===== src/rtl/picorv32_mem_axi_bridge_if.sv =====
// Bus bundle for the PicoRV32-to-AXI4-lite bridge.
// Carries the CPU native memory port (mem_*) and the five AXI4-lite
// channels (mem_axi_*).
//   master : bridge view (accepts CPU requests, drives AXI valids/payloads)
//   slave  : environment view (CPU requester plus AXI memory slave)
interface picorv32_mem_axi_bridge_if;
    // CPU native port
    logic        mem_valid;
    logic        mem_instr;
    logic        mem_ready;
    logic [31:0] mem_addr;
    logic [31:0] mem_wdata;
    logic [3:0]  mem_wstrb;
    logic [31:0] mem_rdata;

    // AXI4-lite write address / data / response
    logic        mem_axi_awvalid;
    logic        mem_axi_awready;
    logic [31:0] mem_axi_awaddr;
    logic [2:0]  mem_axi_awprot;
    logic        mem_axi_wvalid;
    logic        mem_axi_wready;
    logic [31:0] mem_axi_wdata;
    logic [3:0]  mem_axi_wstrb;
    logic        mem_axi_bvalid;
    logic        mem_axi_bready;

    // AXI4-lite read address / data
    logic        mem_axi_arvalid;
    logic        mem_axi_arready;
    logic [31:0] mem_axi_araddr;
    logic [2:0]  mem_axi_arprot;
    logic        mem_axi_rvalid;
    logic        mem_axi_rready;
    logic [31:0] mem_axi_rdata;

    modport master (
        input  mem_valid, mem_instr, mem_addr, mem_wdata, mem_wstrb,
        output mem_ready, mem_rdata,
        output mem_axi_awvalid, mem_axi_awaddr, mem_axi_awprot,
        input  mem_axi_awready,
        output mem_axi_wvalid, mem_axi_wdata, mem_axi_wstrb,
        input  mem_axi_wready,
        input  mem_axi_bvalid,
        output mem_axi_bready,
        output mem_axi_arvalid, mem_axi_araddr, mem_axi_arprot,
        input  mem_axi_arready,
        input  mem_axi_rvalid, mem_axi_rdata,
        output mem_axi_rready
    );

    modport slave (
        output mem_valid, mem_instr, mem_addr, mem_wdata, mem_wstrb,
        input  mem_ready, mem_rdata,
        input  mem_axi_awvalid, mem_axi_awaddr, mem_axi_awprot,
        output mem_axi_awready,
        input  mem_axi_wvalid, mem_axi_wdata, mem_axi_wstrb,
        output mem_axi_wready,
        output mem_axi_bvalid,
        input  mem_axi_bready,
        input  mem_axi_arvalid, mem_axi_araddr, mem_axi_arprot,
        output mem_axi_arready,
        output mem_axi_rvalid, mem_axi_rdata,
        input  mem_axi_rready
    );
endinterface


===== src/rtl/picorv32_mem_axi_bridge.sv =====
// PicoRV32 native memory port to AXI4-lite master bridge.
// One access at a time; request fields are latched on accept and every
// CPU-side and AXI-side output comes straight from a flop.
// Ports:
//   clk         : clock, rising edge
//   resetn      : synchronous active-low reset
//   bus         : picorv32_mem_axi_bridge_if.master (CPU port + AXI channels)
//   timeout_err : sticky watchdog flag (only when BRIDGE_TIMEOUT_EN is defined)
// Optional feature macro: BRIDGE_TIMEOUT_EN enables a per-transaction
// watchdog counter that sets timeout_err after TIMEOUT_CYCLES waiting
// cycles; the transaction itself is never aborted.
module picorv32_mem_axi_bridge #(
    parameter int unsigned TIMEOUT_CYCLES = 1024
) (
    input  logic                          clk,
    input  logic                          resetn,
    picorv32_mem_axi_bridge_if.master     bus
`ifdef BRIDGE_TIMEOUT_EN
    ,
    output logic                          timeout_err
`endif
);

    localparam int unsigned ADDR_W = 32;
    localparam int unsigned DATA_W = 32;
    localparam int unsigned STRB_W = DATA_W / 8;

    if (TIMEOUT_CYCLES < 2) begin : g_bad_timeout
        $error("TIMEOUT_CYCLES must be at least 2");
    end

    typedef enum logic [2:0] {
        IDLE,
        WADDR_DATA,
        WRESP,
        RADDR,
        RDATA,
        DONE
    } state_t;

    state_t              state_q, state_d;
    logic                awvalid_q, awvalid_d;
    logic                wvalid_q, wvalid_d;
    logic                bready_q, bready_d;
    logic                arvalid_q, arvalid_d;
    logic                rready_q, rready_d;
    logic                mem_ready_q, mem_ready_d;
    logic [DATA_W-1:0]   rdata_q, rdata_d;
    logic [ADDR_W-1:0]   addr_q, addr_d;
    logic [DATA_W-1:0]   wdata_q, wdata_d;
    logic [STRB_W-1:0]   wstrb_q, wstrb_d;
    logic [2:0]          arprot_q, arprot_d;

    // Handshake strobes for the current cycle
    logic aw_fire_c, w_fire_c, b_fire_c, ar_fire_c, r_fire_c;
    // A write channel is finished if it already handshook or does so now
    logic aw_done_c, w_done_c;

    assign aw_fire_c = awvalid_q && bus.mem_axi_awready;
    assign w_fire_c  = wvalid_q  && bus.mem_axi_wready;
    assign b_fire_c  = bready_q  && bus.mem_axi_bvalid;
    assign ar_fire_c = arvalid_q && bus.mem_axi_arready;
    assign r_fire_c  = rready_q  && bus.mem_axi_rvalid;
    assign aw_done_c = !awvalid_q || bus.mem_axi_awready;
    assign w_done_c  = !wvalid_q  || bus.mem_axi_wready;

    // Next-state and next-output logic
    always_comb begin
        state_d     = state_q;
        awvalid_d   = awvalid_q;
        wvalid_d    = wvalid_q;
        bready_d    = bready_q;
        arvalid_d   = arvalid_q;
        rready_d    = rready_q;
        mem_ready_d = 1'b0;
        rdata_d     = rdata_q;
        addr_d      = addr_q;
        wdata_d     = wdata_q;
        wstrb_d     = wstrb_q;
        arprot_d    = arprot_q;

        case (state_q)
            IDLE: begin
                if (bus.mem_valid) begin
                    addr_d = bus.mem_addr;
                    if (bus.mem_wstrb != '0) begin
                        wdata_d   = bus.mem_wdata;
                        wstrb_d   = bus.mem_wstrb;
                        awvalid_d = 1'b1;
                        wvalid_d  = 1'b1;
                        state_d   = WADDR_DATA;
                    end else begin
                        arprot_d  = {bus.mem_instr, 2'b00};
                        arvalid_d = 1'b1;
                        state_d   = RADDR;
                    end
                end
            end
            WADDR_DATA: begin
                if (aw_fire_c) awvalid_d = 1'b0;
                if (w_fire_c)  wvalid_d  = 1'b0;
                if (aw_done_c && w_done_c) begin
                    bready_d = 1'b1;
                    state_d  = WRESP;
                end
            end
            WRESP: begin
                if (b_fire_c) begin
                    bready_d    = 1'b0;
                    mem_ready_d = 1'b1;
                    state_d     = DONE;
                end
            end
            RADDR: begin
                if (ar_fire_c) begin
                    arvalid_d = 1'b0;
                    rready_d  = 1'b1;
                    state_d   = RDATA;
                end
            end
            RDATA: begin
                if (r_fire_c) begin
                    rready_d    = 1'b0;
                    rdata_d     = bus.mem_axi_rdata;
                    mem_ready_d = 1'b1;
                    state_d     = DONE;
                end
            end
            DONE: begin
                // mem_valid is still high here for the finished request
                state_d = IDLE;
            end
            default: state_d = IDLE;
        endcase
    end

    // State and output registers
    always_ff @(posedge clk) begin
        if (!resetn) begin
            state_q     <= IDLE;
            awvalid_q   <= 1'b0;
            wvalid_q    <= 1'b0;
            bready_q    <= 1'b0;
            arvalid_q   <= 1'b0;
            rready_q    <= 1'b0;
            mem_ready_q <= 1'b0;
            rdata_q     <= '0;
            addr_q      <= '0;
            wdata_q     <= '0;
            wstrb_q     <= '0;
            arprot_q    <= '0;
        end else begin
            state_q     <= state_d;
            awvalid_q   <= awvalid_d;
            wvalid_q    <= wvalid_d;
            bready_q    <= bready_d;
            arvalid_q   <= arvalid_d;
            rready_q    <= rready_d;
            mem_ready_q <= mem_ready_d;
            rdata_q     <= rdata_d;
            addr_q      <= addr_d;
            wdata_q     <= wdata_d;
            wstrb_q     <= wstrb_d;
            arprot_q    <= arprot_d;
        end
    end

    assign bus.mem_ready       = mem_ready_q;
    assign bus.mem_rdata       = rdata_q;
    assign bus.mem_axi_awvalid = awvalid_q;
    assign bus.mem_axi_awaddr  = addr_q;
    assign bus.mem_axi_awprot  = 3'b000;
    assign bus.mem_axi_wvalid  = wvalid_q;
    assign bus.mem_axi_wdata   = wdata_q;
    assign bus.mem_axi_wstrb   = wstrb_q;
    assign bus.mem_axi_bready  = bready_q;
    assign bus.mem_axi_arvalid = arvalid_q;
    assign bus.mem_axi_araddr  = addr_q;
    assign bus.mem_axi_arprot  = arprot_q;
    assign bus.mem_axi_rready  = rready_q;

`ifdef BRIDGE_TIMEOUT_EN
    localparam logic [31:0] TIMEOUT_LIMIT = 32'(TIMEOUT_CYCLES);

    logic [31:0] wd_cnt_q, wd_cnt_d;
    logic        timeout_q, timeout_d;
    logic        waiting_c;

    assign waiting_c = (state_q == WADDR_DATA) || (state_q == WRESP) ||
                       (state_q == RADDR)      || (state_q == RDATA);

    // Watchdog: restart on accept, count waiting cycles, saturate at all-ones
    always_comb begin
        wd_cnt_d  = wd_cnt_q;
        timeout_d = timeout_q;
        if ((state_q == IDLE) && (state_d != IDLE)) begin
            wd_cnt_d = '0;
        end else if (waiting_c && (wd_cnt_q != '1)) begin
            wd_cnt_d = wd_cnt_q + 32'd1;
        end
        if (waiting_c && (wd_cnt_d >= TIMEOUT_LIMIT)) begin
            timeout_d = 1'b1;
        end
    end

    always_ff @(posedge clk) begin
        if (!resetn) begin
            wd_cnt_q  <= '0;
            timeout_q <= 1'b0;
        end else begin
            wd_cnt_q  <= wd_cnt_d;
            timeout_q <= timeout_d;
        end
    end

    assign timeout_err = timeout_q;
`endif

endmodule


===== src/flat_wrapper.sv =====
// flat-port wrapper written by rule: the top's interface ports become plain ports
module picorv32_mem_axi_bridge_flat 
#(
    parameter int unsigned TIMEOUT_CYCLES = 1024
)
  (clk, resetn, bus_mem_valid, bus_mem_instr, bus_mem_addr, bus_mem_wdata, bus_mem_wstrb, bus_mem_ready, bus_mem_rdata, bus_mem_axi_awvalid, bus_mem_axi_awaddr, bus_mem_axi_awprot, bus_mem_axi_awready, bus_mem_axi_wvalid, bus_mem_axi_wdata, bus_mem_axi_wstrb, bus_mem_axi_wready, bus_mem_axi_bvalid, bus_mem_axi_bready, bus_mem_axi_arvalid, bus_mem_axi_araddr, bus_mem_axi_arprot, bus_mem_axi_arready, bus_mem_axi_rvalid, bus_mem_axi_rdata, bus_mem_axi_rready);
  picorv32_mem_axi_bridge_if bus_i ();
  input  logic clk;
  input  logic resetn;
  input wire logic [$bits(bus_i.mem_valid)-1:0] bus_mem_valid;
  input wire logic [$bits(bus_i.mem_instr)-1:0] bus_mem_instr;
  input wire logic [$bits(bus_i.mem_addr)-1:0] bus_mem_addr;
  input wire logic [$bits(bus_i.mem_wdata)-1:0] bus_mem_wdata;
  input wire logic [$bits(bus_i.mem_wstrb)-1:0] bus_mem_wstrb;
  output wire logic [$bits(bus_i.mem_ready)-1:0] bus_mem_ready;
  output wire logic [$bits(bus_i.mem_rdata)-1:0] bus_mem_rdata;
  output wire logic [$bits(bus_i.mem_axi_awvalid)-1:0] bus_mem_axi_awvalid;
  output wire logic [$bits(bus_i.mem_axi_awaddr)-1:0] bus_mem_axi_awaddr;
  output wire logic [$bits(bus_i.mem_axi_awprot)-1:0] bus_mem_axi_awprot;
  input wire logic [$bits(bus_i.mem_axi_awready)-1:0] bus_mem_axi_awready;
  output wire logic [$bits(bus_i.mem_axi_wvalid)-1:0] bus_mem_axi_wvalid;
  output wire logic [$bits(bus_i.mem_axi_wdata)-1:0] bus_mem_axi_wdata;
  output wire logic [$bits(bus_i.mem_axi_wstrb)-1:0] bus_mem_axi_wstrb;
  input wire logic [$bits(bus_i.mem_axi_wready)-1:0] bus_mem_axi_wready;
  input wire logic [$bits(bus_i.mem_axi_bvalid)-1:0] bus_mem_axi_bvalid;
  output wire logic [$bits(bus_i.mem_axi_bready)-1:0] bus_mem_axi_bready;
  output wire logic [$bits(bus_i.mem_axi_arvalid)-1:0] bus_mem_axi_arvalid;
  output wire logic [$bits(bus_i.mem_axi_araddr)-1:0] bus_mem_axi_araddr;
  output wire logic [$bits(bus_i.mem_axi_arprot)-1:0] bus_mem_axi_arprot;
  input wire logic [$bits(bus_i.mem_axi_arready)-1:0] bus_mem_axi_arready;
  input wire logic [$bits(bus_i.mem_axi_rvalid)-1:0] bus_mem_axi_rvalid;
  input wire logic [$bits(bus_i.mem_axi_rdata)-1:0] bus_mem_axi_rdata;
  output wire logic [$bits(bus_i.mem_axi_rready)-1:0] bus_mem_axi_rready;
  assign bus_i.mem_valid = bus_mem_valid;
  assign bus_i.mem_instr = bus_mem_instr;
  assign bus_i.mem_addr = bus_mem_addr;
  assign bus_i.mem_wdata = bus_mem_wdata;
  assign bus_i.mem_wstrb = bus_mem_wstrb;
  assign bus_mem_ready = bus_i.mem_ready;
  assign bus_mem_rdata = bus_i.mem_rdata;
  assign bus_mem_axi_awvalid = bus_i.mem_axi_awvalid;
  assign bus_mem_axi_awaddr = bus_i.mem_axi_awaddr;
  assign bus_mem_axi_awprot = bus_i.mem_axi_awprot;
  assign bus_i.mem_axi_awready = bus_mem_axi_awready;
  assign bus_mem_axi_wvalid = bus_i.mem_axi_wvalid;
  assign bus_mem_axi_wdata = bus_i.mem_axi_wdata;
  assign bus_mem_axi_wstrb = bus_i.mem_axi_wstrb;
  assign bus_i.mem_axi_wready = bus_mem_axi_wready;
  assign bus_i.mem_axi_bvalid = bus_mem_axi_bvalid;
  assign bus_mem_axi_bready = bus_i.mem_axi_bready;
  assign bus_mem_axi_arvalid = bus_i.mem_axi_arvalid;
  assign bus_mem_axi_araddr = bus_i.mem_axi_araddr;
  assign bus_mem_axi_arprot = bus_i.mem_axi_arprot;
  assign bus_i.mem_axi_arready = bus_mem_axi_arready;
  assign bus_i.mem_axi_rvalid = bus_mem_axi_rvalid;
  assign bus_i.mem_axi_rdata = bus_mem_axi_rdata;
  assign bus_mem_axi_rready = bus_i.mem_axi_rready;
  picorv32_mem_axi_bridge #(.TIMEOUT_CYCLES(TIMEOUT_CYCLES)) u_core (.clk(clk), .resetn(resetn), .bus(bus_i));
endmodule

===== config.mk =====
export PLATFORM = sky130hd
export DESIGN_NAME = picorv32_mem_axi_bridge_flat
export DESIGN_NICKNAME = d
export VERILOG_FILES = /design/src/rtl/picorv32_mem_axi_bridge_if.sv /design/src/rtl/picorv32_mem_axi_bridge.sv /design/src/flat_wrapper.sv
export SDC_FILE = /design/constraint.sdc
export NUM_CORES = 1
export LEC_CHECK = 0
export ABC_AREA = 1
export CORE_ASPECT_RATIO = 1.75
export CORE_MARGIN = 2
export CORE_UTILIZATION = 34
export CTS_CLUSTER_SIZE = 30
export DETAILED_ROUTE_END_ITERATION = 8
export PLACE_DENSITY = 0.77
export SLEW_MARGIN = 10
export SYNTH_ARGS = -nofsm -noshare
export SYNTH_HDL_FRONTEND = slang
export SYNTH_SLANG_ARGS = --single-unit

===== constraint.sdc =====
create_clock -name clk -period 1.32 [get_ports clk]
set_input_delay 0.132 -clock clk [delete_from_list [all_inputs] [get_ports clk]]
set_output_delay 0.132 -clock clk [all_outputs]
set_load 0.02 [all_outputs]

==> out/results.txt, run 1 <==
Summing every instance area after synthesis gives 4270 µm². TritonCTS built the clock tree. Synthesis inferred 110 register bits.

Setup violations remaining at the end of the flow were counted as 12. The initial antenna violation count came out at 1. Clock tree synthesis selected as its root buffer the cell clkbuf_16.

The maximum number of pins on one net before global-route repair is 42. The flow ran to the end, but the final reports show violations. The post-synthesis instance total is 557, and the die extent in y is 152 µm.

The worst-case clock skew was 0.00938 ns; the maximum clock path buffer count was 2. The total global-route track usage is 0.188. After the flow finishes, the layout carries non-filler instances totaling 961.

At the end of routability-driven placement, the weighted congestion stood at 0.829. In this run the remaining antenna-violating nets after routing total 0. The die covers 13,500 µm². Setup repair after global routing could not meet its margin everywhere.

The simple logic cell fraction of the synthesized area works out to 0.235. The tools report the register share of total power as 0.360. The category of the most critical setup path was reg2reg. The tools report the number of hold violations in the final report as 0. The worst-case setup slack after placement came out at -0.311 ns. The library cell used most frequently in the layout, excluding fill and tap cells, is dlygate4sd2_1. In this run the power spent charging and discharging nets is 0.00453 W. Clock-pin slew was measured on the worst setup and hold paths at 0.08 ns. The design internal power is 0.00758 W, and the sequential fraction of the synthesis area is 0.516. The synthesized design contains 0 enable-type register cells. The first detailed-routing pass took 4 iterations. The analysis attributes to cell leakage a power of 3.50 nW. STA puts the critical path data required time at 1.57 ns. For the detailed-route DRC error count, the log shows 0. The fraction of registers with async set/reset was 0; the hold-fix buffer count after cts was 0.

The tools report the relative contribution of combinational cells to total power as 0.413. In the final routed layout, each cell accounts on average for 13.6 µm. VDD sags by at most 0.000929 V. The later pin in the worst-skew pair is clocked with a latency of 0.35 ns. The checks that failed: negative setup slack.

CTS sink count: 110. The tools report the final max-slew violation count as 0. In this run the register-to-register setup slack is -0.01 ns. For this run, the top clock speed supported by timing is 752 MHz. The proportion of total power due to net switching is 0.374, and the fraction of the mapped netlist area in adder cells is 0. The minimum clock period after layout is 1.33 ns.

The final wirelength came out at 13.0 mm. The tools report the leftover overflow at the end of global routing as 0. The number of library cell types mapped by synthesis is 26. By area, the combinational part of the netlist is dominated by simple AND/OR/NAND/NOR gates.

The yosys synthesis warning count was 0. The endpoint of the worst register-to-register path is u_core.bus.mem_axi_wdata[13]$_SDFFE_PN0P_. In the layout the commonest cells are 139 x dlygate4sd2_1, 119 x nor2_1, 108 x dfxtp_1, 107 x clkdlybuf4s50_1, 93 x nand2_1. The multiplexer share of the synthesized area was 0; the clock share of power was 0.227.

Input and output buffers added on the ports amount to 247. The run gives 4,310 as the via count. A synthesized cell averages 7.66 µm². Counting cells, the worst reg-to-reg path comes to 9. The number of maximum-capacitance violations came out at 0.

The tools report the startpoint type of the worst setup path as a flip-flop. For this design the top-level I/O count stands at 253. The worst path setup slack after routing came out at -0.00957 ns. The endpoint kind of the worst setup timing path is a flip-flop. The placed instances occupy a cell area of 6840 µm². The logs give 3 for the number of levels the H-tree was split into and 939 for the cell count after placement. The HPWL after detailed placement is 9.67 mm.

Dominant synthesized flop cell: dfxtp_1. The total power density per cell area is 1700 nW/µm², and the critical-path maximum fanout is 17. The min-delay analysis places its worst path in the category in2reg.

In this run, CTS created clock tree buffers numbering 9. The startpoint of the worst register-to-register path was u_core.state_q[1]$_SDFFE_PN0P_. The fraction of layout instances using a drive strength above 1 was 0.111; the summed area of non-filler cells in the final layout was 7140 µm².

The compound-cell area share of the yosys netlist is 0.134. Following the worst setup path forward leads to its endpoint at u_core.bus.mem_axi_wdata[13]$_SDFFE_PN0P_. For this block, the initial DRC count from the detailed router was 127. The die width was 88.7 µm; the standard-cell row count was 54.

The post-detailed-route via-to-cell ratio is 4.48. The tools report the worst setup path startpoint as u_core.state_q[1]$_SDFFE_PN0P_. Relative to the synthesized area, the layout overhead comes to 67.4%.

For the effective utilization at floorplan, the log shows 0.345. The run gives 897 as the number of nets in the finished design. The global-route wire length before repair is 20.0 mm.

STA puts the critical path data arrival time at 1.58 ns. Final worst-path cycle share: 1.01. After floorplanning, the core was sized to cover 12,400 µm².

The xor/xnor share of the synthesized area works out to 0. Number of global-route vias before repair: 4,092.
## logic make-up after synthesis
group / count (synthesis)
buffers and inverters: 81
flip-flops: 110
AO/OA/AOI/OAI: 113
AND/OR/NAND/NOR: 252
other: 1
## cells in the mapped netlist (2+ instances only)
cell type    n  area (µm²)
buf_4       44         330
o21ai_1     11        55.1
dfxtp_1    110        2200
o21ai_0     59         295
nand2_1     95         357
nor2_2       2        12.5
inv_2        3        11.3
inv_1        9        33.8
a21oi_2      2        17.5
nand3_1      8        40.0
a21oi_1     41         205
nor2_1     139         522
clkbuf_1    13        48.8
buf_2        9        45.0
## per-stage QoR
stage | hold slack (ns) | TNS (ns) | power, W | utilization
finish | 0.122 | -0.0539 | 0.0121 | 0.578
global route | 0.141 | -4.55 | 0.0128 | 0.578
CTS | 0.119 | -0.00262 | 0.0120 | 0.566
detailed placement | 0.455 | -16.07 | 0.00973 | 0.554
global placement | 0.448 | -14.55 | 0.00969 | 0.554
floorplan | 0.267 | 0 | 0.00729 | -
## what timing repair did
item / CTS / global route
cloned: 0 / 1
pin swaps: 0 / 5
buffers inserted: 2 / 3
gates resized for setup: 146 / 30
setup endpoints to repair: 184 / 96
## area by class of cell
| class | count | area, µm² |
|---|---|---|
| timing repair buffer | 283 | 2680 |
| clock inverter | 6 | 70.1 |
| antenna | 1 | 2.50 |
| multi-input combinational | 370 | 1680 |
| inverter | 14 | 60.1 |
| sequential | 110 | 2210 |
| tap | 168 | 210 |
| clock buffer | 9 | 225 |
| fill | 1208 | 5220 |
## registers in the layout, summed over array words and instances, names as in the netlist
| signal | flops |
|---|---|
| u_core.bus.mem_axi_arvalid | 1 |
| u_core.bus.mem_axi_wdata | 32 |
| u_core.bus.mem_axi_wstrb | 4 |
| u_core.bus.mem_ready | 1 |
| u_core.bus.mem_axi_rready | 1 |
| u_core.bus.mem_axi_bready | 1 |
| u_core.bus.mem_axi_awvalid | 1 |
| u_core.bus.mem_axi_araddr | 32 |
| u_core.bus.mem_axi_arprot | 1 |
| u_core.bus.mem_rdata | 32 |
| u_core.bus.mem_axi_wvalid | 1 |
| u_core.state_q | 3 |
## how the worst min path moves through the flow
stage | cells after the start | start | slack, ns | endpoint
finish | 3 | resetn | 0.12 | u_core.bus.mem_axi_wdata[20]$_SDFFE_PN0P_
CTS | 3 | resetn | 0.12 | u_core.bus.mem_axi_wdata[20]$_SDFFE_PN0P_
detailed placement | 2 | u_core.bus.mem_axi_wstrb[1]$_SDFFE_PN0P_ | 0.46 | u_core.bus.mem_axi_wstrb[1]$_SDFFE_PN0P_
global route | 3 | resetn | 0.14 | u_core.bus.mem_axi_wdata[19]$_SDFFE_PN0P_
global placement | 2 | u_core.bus.mem_axi_wstrb[2]$_SDFFE_PN0P_ | 0.45 | u_core.bus.mem_axi_wstrb[2]$_SDFFE_PN0P_
floorplan | 2 | bus_mem_wdata[0] | 0.27 | u_core.bus.mem_axi_wdata[0]$_SDFFE_PN0P_
## power by group through the flow
stage / registers (W) / logic (W) / clock network (W)
after floorplan: 0.00516 / 0.00213 / 0
after global placement: 0.00443 / 0.00526 / 0
after detailed placement: 0.00443 / 0.00529 / 0
after CTS: 0.00434 / 0.00482 / 0.00283
after global routing: 0.00444 / 0.00541 / 0.00295
final: 0.00436 / 0.00501 / 0.00275
## layer usage
layer | vias up | routed length, µm | part of all wire | track usage
li1 | 2193 | - | - | -
met1 | 1934 | 4830 | 0.37 | 0.198
met2 | 155 | 6960 | 0.53 | 0.337
met3 | 28 | 827 | 0.063 | 0.0444
met4 | 0 | 415 | 0.032 | 0.0887
met5 | - | 0 | 0 | 0
## critical path: stages, from the launching register on
cell and delay (ns):
dfxtp_4 0.37, inv_4 0.07, nand2_4 0.04, nor2_4 0.10, nand2_4 0.10, nor2_8 0.18, inv_6 0.07, buf_12 0.15
nor2_1 0.09, nor2_1 0.05
(Power assumes the default switching activity.)
==> inputs of run 2 (changes only) <==
ABC_CLOCK_PERIOD_IN_PS = 1300   (was unset)
CORE_UTILIZATION = 38   (was 34)
PLACE_DENSITY = 0.81   (was 0.77)
clock period = 1.3 ns   (was 1.32 ns; I/O delays follow)
==> run 2 against run 1 <==
  * Worst setup slack worse by 0.020 ns
  * Cell count is 4.5% lower
  * Total power is 0.19% higher
  * The run still ends with negative setup slack left
  * Largest cell class unchanged
  * Utilization is 6.2 points higher
==> out/results.txt, run 2 (synthesis results as in run 1) <==
Routed metal-1 wire length: 4.84 mm (was 4.83 mm). The critical-path maximum fanout works out to 37 (was 17). The run gives 0 (unchanged) as the remaining number of nets flagged by the antenna check after routing. For the number of nets in the finished design, the log shows 890 (was 897).

The run gives 0 (unchanged) as the number of hold violations in the final report. The CTS sink count was 110 (unchanged); the design internal power was 0.00752 W (was 0.00758 W). The highest routing layer actually used was met4 (unchanged).

The total power density per cell area was 1720 nW/µm² (was 1700 nW/µm²); the minimum clock period after layout was 1.33 ns (about the same). The run gives 51 (was 54) as the standard-cell row count. The run gives 0 (unchanged) as the final max-slew violation count. The run gives 144 (was 127) as the violation count after the first detailed-routing iteration. The number of levels the H-tree was split into is 3 (unchanged). The run gives 12,100 µm² (was 13,500 µm²) as the die area. For the final core area utilization, the log shows 0.639 (was 0.578). The tools report the worst-case clock skew as 0.00611 ns (was 0.00938 ns). The flow ran to the end, but the final reports show violations. The leftover overflow at the end of global routing is 0 (unchanged).

Setup repair after global routing could not meet its margin everywhere. TritonCTS built the clock tree. The endpoint kind of the worst setup timing path is a flip-flop (unchanged). The die extent in y is 144 µm (was 152 µm), and the count of buffers from port buffering is 247 (unchanged).

The worst-case setup slack after placement is -0.361 ns (was -0.311 ns), and the worst path setup slack after routing is -0.0292 ns (was -0.00957 ns). The run gives 3.46 nW (was 3.50 nW) as the reported leakage power. The wire length per cell after detailed routing is 14.6 µm (was 13.6 µm). The non-filler instance count after layout is 918 (was 961). The maximum number of pins on one net before global-route repair was 60 (was 42). The final worst-path cycle share is 1.02 (was 1.01).

The run gives 0 (was 1) as the number of antenna diodes. Category of the most critical setup path: reg2reg (unchanged). For the final estimated routing congestion in global placement, the log shows 0.784 (was 0.829). The sum of net half-perimeters after detailed placement was 9.77 mm (was 9.67 mm); the I/O pin count was 253 (unchanged). For the clock share of power, the log shows 0.213 (was 0.227). The cell count after placement was 895 (was 939); the worst supply voltage drop on vdd was 0.00101 V (was 0.000929 V). The area taken by flip-flops and latches is 2210 µm² (about the same), and the total length of routed met2 wires is 7.22 mm (was 6.96 mm). Failing checks: negative setup slack (unchanged). The total setup violations reported at the end of the flow was 21 (was 12); the required arrival time at the worst endpoint was 1.53 ns (was 1.57 ns).

The clock-pin slew reported for the worst setup and hold paths after clock tree synthesis is 0.07 ns (was 0.08 ns). The flop-to-flop setup slack was -0.03 ns (was -0.01 ns); the layout filler cell count was 991 (was 1,208). The synthesis-to-finish area growth works out to 65.4% (was 67.4%). The clock latency reported for the late side of the worst-skew pair is 0.34 ns (was 0.35 ns). The endpoint arrival time on the critical path was 1.56 ns (was 1.58 ns); the effective utilization at floorplan was 0.386 (was 0.345). The most common cell after layout, fill and taps aside is dlygate4sd2_1 (unchanged). The relative contribution of combinational cells to total power was 0.418 (was 0.413). Leading cell types in the layout, fill and taps excluded: 139 x dlygate4sd2_1, 121 x nor2_1, 107 x clkdlybuf4s50_1, 107 x dfxtp_1, 92 x nand2_1 (was 139 x dlygate4sd2_1, 119 x nor2_1, 108 x dfxtp_1, 107 x clkdlybuf4s50_1, 93 x nand2_1). For the fmax, the log shows 752 MHz (about the same). The proportion of total power due to net switching was 0.381 (was 0.374). The area occupied by multi-input gates was 1710 µm² (was 1680 µm²); the detailed-route DRC error count was 0 (unchanged).

The maximum clock path buffer count was 2 (unchanged). The tools report the library cell used as clock root buffer as clkbuf_16 (unchanged). The register share of total power is 0.369 (was 0.360), and the number of global-route vias before repair is 4,198 (was 4,092). The initial antenna violation count was 0 (was 1); the first-pass iteration count of the detailed router was 4 (unchanged). The hold-fix buffer count after cts is 0 (unchanged), and the final wirelength is 13.4 mm (was 13.0 mm). The type of the worst min-delay path was in2reg (unchanged). The global-route wire length before repair came out at 20.5 mm (was 20.0 mm). Startpoint type of the worst setup path: a flip-flop (unchanged). The met3 routed wirelength is 862 µm (was 827 µm). Area of the core: 11,000 µm² (was 12,400 µm²). The switching power total is 0.00462 W (was 0.00453 W).

The tools report the via count as 4,402 (was 4,310). The tools report the total global-route track usage as 0.211 (was 0.188). The die width is 84.1 µm (was 88.7 µm).

The post-detailed-route via-to-cell ratio works out to 4.80 (was 4.48). For the CTS buffer count, the log shows 9 (unchanged). The fraction of layout instances using a drive strength above 1 works out to 0.109 (was 0.111). For the number of maximum-capacitance violations, the log shows 0 (unchanged).
-- run 2: cell types whose count changed in the layout (fill, tap and decap cells not counted), sizes merged --
cell | before | now
clkinv | 4 | 3
clkbuf | 10 | 12
buf | 36 | 30
inv | 15 | 13
clkinvlp | 0 | 2
bufinv | 1 | 0
diode | 1 | 0
-- run 2: layer usage --
metal	up-vias	track usage
met2	176	0.380
met4	0	0.0959
met1	2021	0.229
met5	-	0
met3	28	0.0576
li1	2177	-
-- run 2: final timing paths --
| path | start | endpoint | cells after the start |
|---|---|---|---|
| worst max-delay path | u_core.state_q[1]$_SDFFE_PN0P_ | u_core.bus.mem_axi_wdata[28]$_SDFFE_PN0P_ | 9 |
| worst min-delay path | resetn | u_core.bus.mem_axi_wdata[1]$_SDFFE_PN0P_ | 3 |
| worst max register to register | u_core.state_q[1]$_SDFFE_PN0P_ | u_core.bus.mem_axi_wdata[28]$_SDFFE_PN0P_ | 9 |
| worst min register to register | u_core.bus.mem_axi_wstrb[2]$_SDFFE_PN0P_ | u_core.bus.mem_axi_wstrb[2]$_SDFFE_PN0P_ | 2 |
-- run 2: repair_timing --
action / 4_1_cts / 5_1_grt
gates cloned: 1 / 0
resized for setup: 155 / 38
pin swaps: 1 / 5
buffers inserted: 5 / 3
setup endpoints to repair: 211 / 70
-- run 2: through the flow --
step,power (W),hold slack (ns),TNS [ns],area [µm²]
2_1_floorplan,0.00740,0.265,0,4280
3_3_place_gp,0.00960,0.450,-17.60,6710
3_5_place_dp,0.00970,0.456,-19.12,6710
4_1_cts,0.0121,0.118,-0.0553,6950
5_1_grt,0.0128,0.129,-2.57,7060
6_report,0.0121,0.131,-0.167,7060
-- run 2: critical path: stages (launching register included) --
cell and delay, ns:
dfxtp_2 0.35, inv_2 0.07, nand2_2 0.06, nor2_4 0.11
nand2_4 0.09, nor2_8 0.16, buf_12 0.14, inv_12 0.07
nor2_1 0.11, nor2_1 0.06
-- run 2: power by group through the flow --
stage	sequential [W]	clock [W]	combinational [W]
finish	0.00448	0.00258	0.00507
CTS	0.00447	0.00266	0.00496
global placement	0.00452	0	0.00508
detailed placement	0.00455	0	0.00516
global route	0.00457	0.00281	0.00543
floorplan	0.00524	0	0.00216
-- run 2: area by class of cell --
cell class / instances / share of cell area
sequential: 110 / 0.313
clock inverter: 4 / 0.00461
multi-input combinational: 370 / 0.243
tap: 132 / 0.0234
inverter: 14 / 0.00922
clock buffer: 12 / 0.0349
timing repair buffer: 276 / 0.372
